## src/rtl/dmem_arbiter.sv

```systemverilog
// dmem_arbiter: shares one data-memory port between the core (C) and a DMA/debug master (D)
module dmem_arbiter #(
  parameter int AW        = 32,
  parameter int DW        = 32,
  parameter int MEM_LAT   = 1,
  parameter int CORE_PRIO = 0
) (
  input  logic          clk,
  input  logic          rst,
  input  logic          c_req,
  input  logic          c_wr,
  input  logic [3:0]    c_mask,
  input  logic [AW-1:0] c_addr,
  input  logic [DW-1:0] c_wdata,
  output logic [DW-1:0] c_rdata,
  output logic          c_ack,
  output logic          core_stall,
  input  logic          d_valid,
  input  logic          d_wr,
  input  logic [3:0]    d_mask,
  input  logic [AW-1:0] d_addr,
  input  logic [DW-1:0] d_wdata,
  output logic          d_ready,
  output logic          d_rvalid,
  output logic [DW-1:0] d_rdata,
  output logic          m_cs,
  output logic          m_wr,
  output logic [3:0]    m_mask,
  output logic [AW-1:0] m_addr,
  output logic [DW-1:0] m_wdata,
  input  logic [DW-1:0] m_rdata
);
  typedef enum logic [1:0] {IDLE, BUSY, DONE} state_t;
  localparam logic [3:0] LAT = 4'(MEM_LAT);
  state_t        state_q;
  logic [3:0]    cnt_q;
  logic          last_dma_q, own_dma_q, wr_q;
  logic [3:0]    mask_q;
  logic [AW-1:0] addr_q;
  logic [DW-1:0] wdata_q, c_rdata_q, d_rdata_q;
  logic          start, gnt_dma;
  // arbitration and port-side strobes decoded from the FSM state
  always_comb begin
    start      = (state_q == IDLE) & (c_req | d_valid);
    gnt_dma    = d_valid & (~c_req | ((CORE_PRIO == 0) & ~last_dma_q));
    d_ready    = start & gnt_dma;
    m_cs       = state_q == BUSY;
    m_wr       = m_cs & wr_q & (cnt_q == LAT);
    c_ack      = (state_q == DONE) & ~own_dma_q;
    d_rvalid   = (state_q == DONE) & own_dma_q;
    core_stall = c_req & ~c_ack;
    m_mask     = mask_q;
    m_addr     = addr_q;
    m_wdata    = wdata_q;
    c_rdata    = c_rdata_q;
    d_rdata    = d_rdata_q;
  end
  // access sequencer: latch winner, hold chip select MEM_LAT cycles, then complete
  always_ff @(posedge clk or negedge rst) begin
    if (!rst) begin
      state_q    <= IDLE;
      cnt_q      <= '0;
      last_dma_q <= 1'b1;
      own_dma_q  <= 1'b0;
      wr_q       <= 1'b0;
      mask_q     <= '0;
      addr_q     <= '0;
      wdata_q    <= '0;
      c_rdata_q  <= '0;
      d_rdata_q  <= '0;
    end else begin
      case (state_q)
        IDLE: if (start) begin
          own_dma_q <= gnt_dma;
          wr_q      <= gnt_dma ? d_wr : c_wr;
          mask_q    <= gnt_dma ? d_mask : c_mask;
          addr_q    <= gnt_dma ? d_addr : c_addr;
          wdata_q   <= gnt_dma ? d_wdata : c_wdata;
          cnt_q     <= LAT;
          state_q   <= BUSY;
        end
        BUSY: begin
          cnt_q <= cnt_q - 4'd1;
          if (cnt_q == 4'd1) begin
            if (own_dma_q) d_rdata_q <= m_rdata;
            else c_rdata_q <= m_rdata;
            state_q <= DONE;
          end
        end
        DONE: begin
          last_dma_q <= own_dma_q;
          state_q    <= IDLE;
        end
        default: state_q <= IDLE;
      endcase
    end
  end
endmodule

```

## config.mk

```make
export PLATFORM = sky130hd
export DESIGN_NAME = dmem_arbiter
export DESIGN_NICKNAME = d
export VERILOG_FILES = /design/src/rtl/dmem_arbiter.sv
export SDC_FILE = /design/constraint.sdc
export NUM_CORES = 1
export LEC_CHECK = 0
export ABC_AREA = 1
export CAP_MARGIN = 0
export CORE_AREA = 2 2 134 149
export CTS_BUF_LIST = sky130_fd_sc_hd__clkbuf_8 sky130_fd_sc_hd__clkbuf_16
export DETAILED_ROUTE_END_ITERATION = 12
export DIE_AREA = 0 0 136 151
export GPL_ROUTABILITY_DRIVEN = 1
export PLACE_DENSITY = 0.72
export SYNTH_ARGS = -nofsm -noshare
export SYNTH_HDL_FRONTEND = slang
export SYNTH_SLANG_ARGS = --single-unit
export TNS_END_PERCENT = 50
```

## constraint.sdc

```tcl
create_clock -name clk -period 1.5 [get_ports clk]
set_input_delay 0.45 -clock clk [delete_from_list [all_inputs] [get_ports clk]]
set_output_delay 0.45 -clock clk [all_outputs]
set_load 0.01 [all_outputs]
```

==> qor.yml <==
slowest_delay_ns: 0.42
crit_start: "state_q[1]$_DFFE_PN0P_"
drc: 0
pre_cts_ws_ns: -0.668
drive_gt1_share_pct: 24.8
synth_fa_ha_area_share_pct: 0.370
period_needed_ns: 1.78
synth_top_family_by_area: "simple AND/OR/NAND/NOR gates"
gp_congestion: 0.833
synthTopCellsByArea: "dfrtp_1, nand2_1, nand3_1"
area_growth_pct: 62.4
firstDrtPassIters: 6
drv_cap: 0
hold_viol_final: 0
cp_num_buf_inv: 3
avgSynthCellArea_um2: 7.87
cts-root-buf: "clkbuf_16"
r2r_slack_ns: -0.08
final-seq-area_mm2: 0.00353
grt_max_degree: 70
p_leak_nw: 5.75
synth_simple_gate_area_share_pct: 38.5
vias_per_cell: 4.77
die_area_mm2: 0.0205
htree_levels: 4
ys_seq_area_share_pct: 52.3
grt_pass1_wl_mm: 34.5
cts_tree: "done"
comb_power_share_pct: 49.2
skew_ns: 0.00967
die_y_um: 151
synth.distinct_cells: 20
mostFrequentLayoutCell: "nand2_1"
layout_common_cells: "nand2_1, clkdlybuf4s50_1, dfrtp_1, buf_2, nand3_1"
rows: 53
ys.flop_type: "dfrtp_1"
status: "complete, but fails checks"
cp_cell_sequence: "inv_2, nand2_4, inv_4, nand2_2, nor2_4, buf_6"
fin_hold_ws_ns: 0.465
power.switching_w: 0.00881
cts.path.max_buffers: 2
p_clk_share_pct: 18.6
wl_mm: 24.5
num_vias: 7012
endpoint_kind: "primary output"
synth_xor_area_share_pct: 0
synth_top_area_cell: "dfrtp_1"
cts_buffers: 17
startpoint_type: "flop"
power.share.sequential_pct: 32.2
hold_path_class: "reg -> reg"
fin_crit_sh_pct: 119
yosys_warnings: 0
endpoint: "m_wr"
timing.final.ws_setup_ns: -0.279
clkTransAtPathRegs_ns: 0.06
yosys.area.top_type_share_pct: 51.9
start_util_pct: 35.6
violations: "negative setup slack"
crit_arrival_ns: 1.33
crit_family: "flip-flops"
maxSlewViolCount: 0
synth-compound-area-share_pct: 0.482
rsz0062_at_grt: "true"
multi_input_area_mm2: 0.00285
p_per_area_mw_per_mm2: 1950
drtIter0Drc: 312
critical_path_class: "reg -> out"
synthCells: 858
tightestPinTransition_ns: 0.468
reg2reg_depth: 9
pin_count: 312
globalRouteOverflowTotal: 0
clock_latency_ns: 0.42
dieWidth_um: 136
yosys-mux-area-fraction_pct: 0
ant_nets: 0
cp.required_ns: 1.05
synth_edf_count: 0
core_area_mm2: 0.0190
routedWlPerCell_um: 16.7
port_buffers: 311
peakVddDrop_mv: 0.971
p_sw_share_pct: 41.1
syn-cell-area_mm2: 0.00676
relSlewSlack_pct: 68.8
cp.depth: 6
setup_tns_ns: -4.73
critPathMaxFanout: 3
grt_antenna_before_repair: 1
grt_pass1_vias: 6830
finalSetupViolations: 96
hpwl_mm: 15.5
max_freq_ghz: 0.562
synth_fp_nets: 1034
grt_use_total_pct: 21.5
nNetsFinal: 1385
cp_slowest_cell: "dfrtp_1"
ys_ff_latch: 141
async_flop_share_pct: 100
intPower_w: 0.0126
r2r-start: "cnt_q[1]$_DFFE_PN0P_"
num-fill-cells: 1748
timing.rr.end: "c_rdata[2]$_DFFE_PN0P_"
cts_sinks: 141
flip-flops by register name (all words and copies together), names as in the netlist:
register	count
last_dma_q	1
cnt_q	4
c_rdata	32
m_addr	32
state_q	2
m_wdata	32
d_rdata	32
own_dma_q	1
m_mask	4
wr_q	1
cell usage after synthesis, types with 4 or more instances:
library cell  instances
buf_1                 4
buf_2                36
clkbuf_1              6
dfrtp_1             140
inv_1                79
nand2_1             383
nand2_2               4
nand3_1             108
nand3b_1             69
nor2_1                8
o21ai_0               5
power by group through the flow:
stage	sequential, W	combinational, W	clock (W)
after floorplan	0.00768	0.00378	0
after global routing	0.00713	0.0116	0.00427
after global placement	0.00683	0.0106	0
final	0.00691	0.0105	0.00399
after detailed placement	0.00688	0.0107	0
after CTS	0.00684	0.00980	0.00408
cell families (layout without fill, tap and decap cells):
group,Yosys count,count (layout)
AO/OA/AOI/OAI,6,6
AND/OR/NAND/NOR,577,577
flip-flops,141,141
buffers and inverters,132,496
adder cells (fa/ha/maj),2,2
other,0,1
timing repair:
item                                   CTS  global route
buffers inserted                        11            10
gates resized for setup                490           123
hold buffers                             1             0
pin swaps                                4            11
setup endpoints to repair              207           200
endpoints found under the hold margin   23             0
gates cloned                             0            14
cell type report:
type	instances	area share, %
antenna	1	0.0228
clock buffer	17	3.88
clock inverter	15	1.13
inverter	81	2.79
multi-input combinational	585	25.9
sequential	141	32.2
tap	247	2.82
timing repair buffer	383	31.2
per-stage QoR:
step / total power [W] / area (um^2) / utilization (%) / cells
floorplan: 0.0115 / 6760 / - / 858
global placement: 0.0174 / 10400 / 54.6 / 1402
detailed placement: 0.0176 / 10400 / 54.6 / 1402
CTS: 0.0207 / 10700 / 56.5 / 1446
global route: 0.0230 / 11000 / 57.8 / 1469
finish: 0.0214 / 11000 / 57.9 / 1470
worst min path at each step:
| stage | cells after the start | start | endpoint | slack (ns) |
|---|---|---|---|---|
| 6_report | 2 | c_rdata[8]$_DFFE_PN0P_ | c_rdata[8]$_DFFE_PN0P_ | 0.46 |
| 2_1_floorplan | 0 | rst | c_rdata[0]$_DFFE_PN0P_ | 0.15 |
| 4_1_cts | 2 | c_rdata[4]$_DFFE_PN0P_ | c_rdata[4]$_DFFE_PN0P_ | 0.47 |
| 5_1_grt | 2 | d_rdata[14]$_DFFE_PN0P_ | d_rdata[14]$_DFFE_PN0P_ | 0.49 |
| 3_3_place_gp | 1 | rst | d_rdata[3]$_DFFE_PN0P_ | 0.36 |
| 3_5_place_dp | 1 | rst | c_rdata[3]$_DFFE_PN0P_ | 0.36 |
metal layers:
metal / vias to the layer above / part of all wire (%) / global-route usage (%)
li1: 3371 / - / -
met1: 3272 / 38 / 24.6
met2: 297 / 50 / 37.3
met3: 72 / 7.6 / 6.09
met4: 0 / 4.4 / 9.27
met5: - / 0 / 0
tightest hold or removal path, cell delays in order (launching register included):
cell	delay, ns
dfrtp_1	0.34
nand2_1	0.05
nand2_1	0.05
Note: power is estimated with default switching activity, not from simulation.
